## src/rtl/id_stage_if.sv

```systemverilog
// Bundles the IF/ID, write-back and ID/EX signals of the decode stage.
// master = pipeline side driving IF/ID and WB; slave = the decode stage.
interface id_stage_if #(
  parameter int XLEN  = 32,
  parameter int NREGS = 32
);
  localparam int RA_W = $clog2(NREGS);

  logic            halted;
  logic            flush;
  logic            if_id_valid;
  logic [31:0]     if_id_ir;
  logic [XLEN-1:0] if_id_npc;
  logic            id_ready;
  logic            wb_reg_write;
  logic [RA_W-1:0] wb_rd;
  logic [XLEN-1:0] wb_data;
  logic            id_ex_valid;
  logic [XLEN-1:0] id_ex_a;
  logic [XLEN-1:0] id_ex_b;
  logic [XLEN-1:0] id_ex_imm;
  logic [XLEN-1:0] id_ex_npc;
  logic [31:0]     id_ex_ir;
  logic [2:0]      id_ex_type;
  logic [RA_W-1:0] id_ex_rd;
  logic            id_ex_reg_write;
  logic            illegal_op;

  modport master (
    output halted, flush, if_id_valid, if_id_ir, if_id_npc,
           wb_reg_write, wb_rd, wb_data,
    input  id_ready, id_ex_valid, id_ex_a, id_ex_b, id_ex_imm, id_ex_npc,
           id_ex_ir, id_ex_type, id_ex_rd, id_ex_reg_write, illegal_op
  );

  modport slave (
    input  halted, flush, if_id_valid, if_id_ir, if_id_npc,
           wb_reg_write, wb_rd, wb_data,
    output id_ready, id_ex_valid, id_ex_a, id_ex_b, id_ex_imm, id_ex_npc,
           id_ex_ir, id_ex_type, id_ex_rd, id_ex_reg_write, illegal_op
  );
endinterface

```

## src/rtl/id_stage_param.sv

```systemverilog
// MIPS32 decode stage: regfile, load-use bubble, flush, ID/EX register.
// Optional ID_WB_BYPASS_EN: same-cycle WB data is written through to the operands.
module id_stage_param #(
  parameter int XLEN  = 32,
  parameter int NREGS = 32
) (
  input logic      clk,
  input logic      rst_n,
  id_stage_if.slave bus
);
  localparam int RA_W = $clog2(NREGS);

  typedef enum logic [2:0] {
    T_RR     = 3'b000,
    T_RM     = 3'b001,
    T_LOAD   = 3'b010,
    T_STORE  = 3'b011,
    T_BRANCH = 3'b100,
    T_HALT   = 3'b101,
    T_NOP    = 3'b110
  } id_type_e;

  logic [XLEN-1:0] r_regs [NREGS];

  logic            r_valid;
  logic [XLEN-1:0] r_a;
  logic [XLEN-1:0] r_b;
  logic [XLEN-1:0] r_imm;
  logic [XLEN-1:0] r_npc;
  logic [31:0]     r_ir;
  id_type_e        r_type;
  logic [RA_W-1:0] r_rd;
  logic            r_reg_write;
  logic            r_illegal;

  logic [5:0]      w_opcode;
  logic [RA_W-1:0] w_rs;
  logic [RA_W-1:0] w_rt;
  logic [RA_W-1:0] w_rd_field;
  id_type_e        w_type;
  logic            w_illegal;
  logic            w_uses_rs;
  logic            w_uses_rt;
  logic [RA_W-1:0] w_dest;
  logic            w_has_dest;
  logic            w_reg_write;
  logic [XLEN-1:0] w_a;
  logic [XLEN-1:0] w_b;
  logic [XLEN-1:0] w_imm;
  logic            w_hazard;
  logic            w_take;

  assign w_opcode   = bus.if_id_ir[31:26];
  assign w_rs       = bus.if_id_ir[21 +: RA_W];
  assign w_rt       = bus.if_id_ir[16 +: RA_W];
  assign w_rd_field = bus.if_id_ir[11 +: RA_W];
  assign w_imm      = XLEN'($signed(bus.if_id_ir[15:0]));

  always_comb begin
    w_type     = T_HALT;
    w_illegal  = 1'b0;
    w_uses_rs  = 1'b0;
    w_uses_rt  = 1'b0;
    w_dest     = '0;
    w_has_dest = 1'b0;
    case (w_opcode)
      6'b000000, 6'b000001, 6'b000010,
      6'b000011, 6'b000100, 6'b000101: begin
        w_type     = T_RR;
        w_uses_rs  = 1'b1;
        w_uses_rt  = 1'b1;
        w_dest     = w_rd_field;
        w_has_dest = 1'b1;
      end
      6'b001010, 6'b001011, 6'b001100: begin
        w_type     = T_RM;
        w_uses_rs  = 1'b1;
        w_dest     = w_rt;
        w_has_dest = 1'b1;
      end
      6'b001000: begin
        w_type     = T_LOAD;
        w_uses_rs  = 1'b1;
        w_dest     = w_rt;
        w_has_dest = 1'b1;
      end
      6'b001001: begin
        w_type    = T_STORE;
        w_uses_rs = 1'b1;
        w_uses_rt = 1'b1;
      end
      6'b001101, 6'b001110: begin
        w_type    = T_BRANCH;
        w_uses_rs = 1'b1;
      end
      6'b111111: w_type = T_HALT;
      default: begin
        w_type    = T_HALT;
        w_illegal = 1'b1;
      end
    endcase
  end

  assign w_reg_write = w_has_dest && (w_dest != '0);

  always_comb begin
    w_a = (w_rs == '0) ? '0 : r_regs[w_rs];
    w_b = (w_rt == '0) ? '0 : r_regs[w_rt];
`ifdef ID_WB_BYPASS_EN
    if (bus.wb_reg_write && (bus.wb_rd != '0) && (bus.wb_rd == w_rs)) w_a = bus.wb_data;
    if (bus.wb_reg_write && (bus.wb_rd != '0) && (bus.wb_rd == w_rt)) w_b = bus.wb_data;
`endif
  end

  // Only a LOAD sitting in ID/EX can stall; the bubble it inserts clears the condition next cycle.
  assign w_hazard = r_valid && (r_type == T_LOAD) && r_reg_write && bus.if_id_valid &&
                    ((w_uses_rs && (r_rd == w_rs)) || (w_uses_rt && (r_rd == w_rt)));

  assign w_take       = !bus.halted && !bus.flush && !w_hazard && bus.if_id_valid;
  assign bus.id_ready = !bus.halted && (bus.flush || !w_hazard);

  always_ff @(posedge clk or negedge rst_n) begin
    if (!rst_n) begin
      for (int i = 0; i < NREGS; i++) r_regs[i] <= '0;
    end else if (bus.wb_reg_write && (bus.wb_rd != '0)) begin
      r_regs[bus.wb_rd] <= bus.wb_data;
    end
  end

  always_ff @(posedge clk or negedge rst_n) begin
    if (!rst_n) begin
      r_valid     <= 1'b0;
      r_a         <= '0;
      r_b         <= '0;
      r_imm       <= '0;
      r_npc       <= '0;
      r_ir        <= '0;
      r_type      <= T_NOP;
      r_rd        <= '0;
      r_reg_write <= 1'b0;
      r_illegal   <= 1'b0;
    end else if (!bus.halted) begin
      if (w_take) begin
        r_valid     <= 1'b1;
        r_a         <= w_a;
        r_b         <= w_b;
        r_imm       <= w_imm;
        r_npc       <= bus.if_id_npc;
        r_ir        <= bus.if_id_ir;
        r_type      <= w_type;
        r_rd        <= w_dest;
        r_reg_write <= w_reg_write;
        if (w_illegal) r_illegal <= 1'b1;
      end else begin
        r_valid     <= 1'b0;
        r_a         <= '0;
        r_b         <= '0;
        r_imm       <= '0;
        r_npc       <= '0;
        r_ir        <= '0;
        r_type      <= T_NOP;
        r_rd        <= '0;
        r_reg_write <= 1'b0;
      end
    end
  end

  assign bus.id_ex_valid     = r_valid;
  assign bus.id_ex_a         = r_a;
  assign bus.id_ex_b         = r_b;
  assign bus.id_ex_imm       = r_imm;
  assign bus.id_ex_npc       = r_npc;
  assign bus.id_ex_ir        = r_ir;
  assign bus.id_ex_type      = r_type;
  assign bus.id_ex_rd        = r_rd;
  assign bus.id_ex_reg_write = r_reg_write;
  assign bus.illegal_op      = r_illegal;
endmodule

```

## src/flat_wrapper.sv

```systemverilog
// flat-port wrapper written by rule: the top's interface ports become plain ports
module id_stage_param_flat 
#(
  parameter int XLEN  = 32,
  parameter int NREGS = 32
)
  (clk, rst_n, bus_halted, bus_flush, bus_if_id_valid, bus_if_id_ir, bus_if_id_npc, bus_wb_reg_write, bus_wb_rd, bus_wb_data, bus_id_ready, bus_id_ex_valid, bus_id_ex_a, bus_id_ex_b, bus_id_ex_imm, bus_id_ex_npc, bus_id_ex_ir, bus_id_ex_type, bus_id_ex_rd, bus_id_ex_reg_write, bus_illegal_op);
  id_stage_if #(.XLEN(XLEN), .NREGS(NREGS)) bus_i ();
  input logic clk;
  input logic rst_n;
  input wire logic [$bits(bus_i.halted)-1:0] bus_halted;
  input wire logic [$bits(bus_i.flush)-1:0] bus_flush;
  input wire logic [$bits(bus_i.if_id_valid)-1:0] bus_if_id_valid;
  input wire logic [$bits(bus_i.if_id_ir)-1:0] bus_if_id_ir;
  input wire logic [$bits(bus_i.if_id_npc)-1:0] bus_if_id_npc;
  input wire logic [$bits(bus_i.wb_reg_write)-1:0] bus_wb_reg_write;
  input wire logic [$bits(bus_i.wb_rd)-1:0] bus_wb_rd;
  input wire logic [$bits(bus_i.wb_data)-1:0] bus_wb_data;
  output wire logic [$bits(bus_i.id_ready)-1:0] bus_id_ready;
  output wire logic [$bits(bus_i.id_ex_valid)-1:0] bus_id_ex_valid;
  output wire logic [$bits(bus_i.id_ex_a)-1:0] bus_id_ex_a;
  output wire logic [$bits(bus_i.id_ex_b)-1:0] bus_id_ex_b;
  output wire logic [$bits(bus_i.id_ex_imm)-1:0] bus_id_ex_imm;
  output wire logic [$bits(bus_i.id_ex_npc)-1:0] bus_id_ex_npc;
  output wire logic [$bits(bus_i.id_ex_ir)-1:0] bus_id_ex_ir;
  output wire logic [$bits(bus_i.id_ex_type)-1:0] bus_id_ex_type;
  output wire logic [$bits(bus_i.id_ex_rd)-1:0] bus_id_ex_rd;
  output wire logic [$bits(bus_i.id_ex_reg_write)-1:0] bus_id_ex_reg_write;
  output wire logic [$bits(bus_i.illegal_op)-1:0] bus_illegal_op;
  assign bus_i.halted = bus_halted;
  assign bus_i.flush = bus_flush;
  assign bus_i.if_id_valid = bus_if_id_valid;
  assign bus_i.if_id_ir = bus_if_id_ir;
  assign bus_i.if_id_npc = bus_if_id_npc;
  assign bus_i.wb_reg_write = bus_wb_reg_write;
  assign bus_i.wb_rd = bus_wb_rd;
  assign bus_i.wb_data = bus_wb_data;
  assign bus_id_ready = bus_i.id_ready;
  assign bus_id_ex_valid = bus_i.id_ex_valid;
  assign bus_id_ex_a = bus_i.id_ex_a;
  assign bus_id_ex_b = bus_i.id_ex_b;
  assign bus_id_ex_imm = bus_i.id_ex_imm;
  assign bus_id_ex_npc = bus_i.id_ex_npc;
  assign bus_id_ex_ir = bus_i.id_ex_ir;
  assign bus_id_ex_type = bus_i.id_ex_type;
  assign bus_id_ex_rd = bus_i.id_ex_rd;
  assign bus_id_ex_reg_write = bus_i.id_ex_reg_write;
  assign bus_illegal_op = bus_i.illegal_op;
  id_stage_param #(.XLEN(XLEN), .NREGS(NREGS)) u_core (.clk(clk), .rst_n(rst_n), .bus(bus_i));
endmodule
```

## config.mk

```make
export PLATFORM = sky130hd
export DESIGN_NAME = id_stage_param_flat
export DESIGN_NICKNAME = d
export VERILOG_FILES = /design/src/rtl/id_stage_if.sv /design/src/rtl/id_stage_param.sv /design/src/flat_wrapper.sv
export SDC_FILE = /design/constraint.sdc
export NUM_CORES = 2
export LEC_CHECK = 0
export BUFFER_PORTS_ARGS = -buffer_cell sky130_fd_sc_hd__buf_2
export CORE_UTILIZATION = 25
export CTS_CLUSTER_SIZE = 12
export DETAILED_ROUTE_END_ITERATION = 8
export PLACE_DENSITY_LB_ADDON = 0.2
export SYNTH_ARGS = -nofsm -noshare
export SYNTH_HDL_FRONTEND = slang
export SYNTH_SLANG_ARGS = --single-unit
```

## constraint.sdc

```tcl
create_clock -name clk -period 2 [get_ports clk]
set_input_delay 0.2 -clock clk [delete_from_list [all_inputs] [get_ports clk]]
set_output_delay 0.2 -clock clk [all_outputs]
set_load 0.01 [all_outputs]
```

==> results.yml <==
logic_synthesis:
  syn-instance-count: 4195
  synth_top_area_frac: 0.485
  synth-warning-count: 0
  synth_nets: 4302
  ys.flop_type: "dfrtp_1"
  yosys_register_bits: 1163
  yosysSeqAreaShare: 0.485
  synth_edf_count: 0
  yosysUniqueCellTypes: 56
  synth.cell_area_um2: 60000
  async_reset_ff_frac: 1.00
  syn_area_per_cell_um2: 14.3
  yosys-top-cells-area: "dfrtp_1, mux2_2, mux4_2, mux2i_1, o22ai_1"
  synth_largest_area_cell: "dfrtp_1"
finish:
  layout_commonest_cell: "mux2_2"
  mostFrequentLayoutCells: "mux2_2, dfrtp_1, mux4_2, buf_4, buf_2"
  drive_gt1_frac: 0.564
  fin_util: 0.315
  area_growth_pct: 25.1
  final.fill_count: 23500
  final_nets: 4778
die:
  rows: 179
  die_w_um: 492
  die_area_um2: 242000
  start_util: 0.252
  die_h_um: 492
  io_pins: 279
  core_area_um2: 238000
sta:
  tightest_slew_ns: 0.880
  fmax_mhz: 381
  setup_viol: 140
  fin_tns_setup_ns: -37.46
  fin_crit_sh: 1.31
  fin_skew_ns: 0.0295
  final-hold-violation-count: 0
  slew_viol_final: 0
  max_slew_margin: 0.412
  setup_ws_ns: -0.622
  period_needed_ns: 2.62
  rsz0062_at_grt: "true"
routing:
  drc: 96
  vias_per_cell: 4.99
  postRouteAntennaNets: 0
  drt_wl_total_um: 215000
  drt-initial-drc-count: 2479
  firstDrtPassIters: 9
  vias: 39700
  post_drt_wl_per_cell_um: 27.1
pwr:
  power_density_nw_per_um2: 945
  ir_drop_v: 0.000975
  cellLeakagePower_nw: 32.8
status:
  violations: "DRC, setup timing"
  status: "complete, but fails checks"
clock_tree:
  numCtsBuffers: 145
  cts_tree: "done"
  path_clk_slew_ns: 0.06
  htreeDepth: 4
  clk_path_buf_depth: 3
  clkSinkCount: 1163
  cts-root-buf: "clkbuf_16"
  clock_latency_ns: 0.79
global_route:
  antenna_found_initial: 10
  grt_overflow: 0
  grt_pass1_wl_um: 311000
  track_usage: 0.176
  grt_max_degree: 99
  grt_pass1_vias: 41900
setup_path:
  worstPathMaxFanout: 3
  critPathLaunchType: "register"
  worst_setup_path_end_kind: "output pin"
  required_ns: 1.80
  worstSetupPathType: "register to output pin"
  crit_arrival_ns: 2.42
hold_path:
  min_path_type: "input port to register"
run:
  max_cap_violations: 0
placement:
  gp_congestion: 0.776
  io_buffers: 278
  place_hpwl_um: 138000
## sequential cells by signal, indices dropped and copies added (netlist names)
name / flops
u_core.bus.id_ex_ir: 32
u_core.bus.id_ex_reg_write: 1
u_core.bus.id_ex_a: 32
u_core.bus.illegal_op: 1
u_core.bus.id_ex_npc: 32
u_core.bus.id_ex_valid: 1
u_core.bus.id_ex_type: 3
u_core.r_regs: 1024
u_core.bus.id_ex_rd: 5
u_core.bus.id_ex_b: 32
## synthesized netlist by cell type (all sizes together) (7+ instances only)
master / n
clkbuf: 259
nor2b: 8
nand2: 123
mux4: 375
a22o: 77
or3: 34
nand3: 7
o21ai: 67
nor3: 42
o211ai: 33
nand2b: 9
o31ai: 32
o22ai: 159
dfrtp: 1161
a21oi: 37
a221oi: 30
nor2: 90
buf: 230
mux2i: 151
mux2: 1206
## report_power, final
part	total, W	internal (W)	leakage (nW)	switching, W
Sequential	0.0306	0.0277	15.0	0.00297
Combinational	0.0136	0.00815	15.4	0.00549
Clock	0.0266	0.0157	2.32	0.0109
Total	0.0709	0.0515	32.8	0.0193
## critical path: stages, from the launching register on
cell and delay [ns]:
dfrtp_1 0.42, xnor2_1 0.21, nand4_1 0.14, nor4_2 0.26, o2111ai_2 0.17, buf_4 0.17, nor2_4 0.07, nor2_2 0.05
buf_6 0.14
## cell families (layout without fill, tap and decap cells)
family / Yosys count / after routing / share of synthesized area
AO/OA/AOI/OAI: 448 / 448 / 0.0540
multiplexers: 1732 / 1732 / 0.393
buffers and inverters: 492 / 1077 / 0.0393
flip-flops: 1163 / 1163 / 0.485
other: 0 / 4 / 0
XOR/XNOR: 10 / 10 / 0.00146
AND/OR/NAND/NOR: 350 / 352 / 0.0274
## metrics by stage
stage | hold WS [ns] | std cells | instance area (µm²) | worst slack [ns] | total power (W)
floorplan | -0.0956 | 4195 | 60000 | 0.0854 | 0.0395
global placement | 0.114 | 7586 | 68400 | -0.280 | 0.0439
detailed placement | 0.114 | 7586 | 68400 | -0.263 | 0.0443
CTS | 0.00448 | 7939 | 74400 | -0.689 | 0.0716
global route | 0.0504 | 7950 | 75000 | -0.764 | 0.0742
finish | 0.0677 | 7953 | 75000 | -0.622 | 0.0709
## path summary, 6_finish.rpt
path / start / end / slack, ns / depth (start not counted)
setup / recovery: u_core.bus.id_ex_rd[1]$_DFFE_PN0N_ / bus_id_ready / -0.62 / 8
hold / removal: bus_wb_data[23] / u_core.r_regs[951]$_DFFE_PN0P_ / 0.07 / 2
setup reg to reg: u_core.bus.id_ex_rd[1]$_DFFE_PN0N_ / u_core.bus.id_ex_npc[21]$_DFFE_PN0N_ / -0.39 / 11
hold reg to reg: u_core.r_regs[1021]$_DFFE_PN0P_ / u_core.r_regs[1021]$_DFFE_PN0P_ / 0.39 / 0
max in group asynchronous: rst_n / u_core.r_regs[323]$_DFFE_PN0P_ / 0.98 / 3
min in group asynchronous: rst_n / u_core.r_regs[168]$_DFFE_PN0P_ / 0.20 / 3
## final cells by class
type	count	area, µm²	share of cell area
clock buffers	224	4310	0.0574
multi-input cells	2542	29300	0.391
repair buffers	816	7820	0.104
inverters	3	11.3	0.000150
diodes	4	10.0	0.000133
flip-flops and latches	1163	29100	0.388
well taps	3167	3960	0.0528
clock inverters	34	447	0.00596
## layer usage
layer  track usage  wire [µm]  vias up
met5             0         10        -
met4        0.0488       5250        2
met3        0.0293      10000      275
met2         0.282     101000     1001
met1         0.244      99100    21400
li1              -          -    16900
## timing repair
| action | in CTS | in global routing |
|---|---|---|
| endpoints found under the setup margin | 104 | 140 |
| hold buffers | 68 | 0 |
| setup buffers | 14 | 16 |
| endpoints found under the hold margin | 1243 | 0 |
| pin swaps | 31 | 50 |
| gates cloned | 13 | 5 |
| gates resized for setup | 62 | 97 |
No activity file was read; power rests on OpenSTA's default activity.
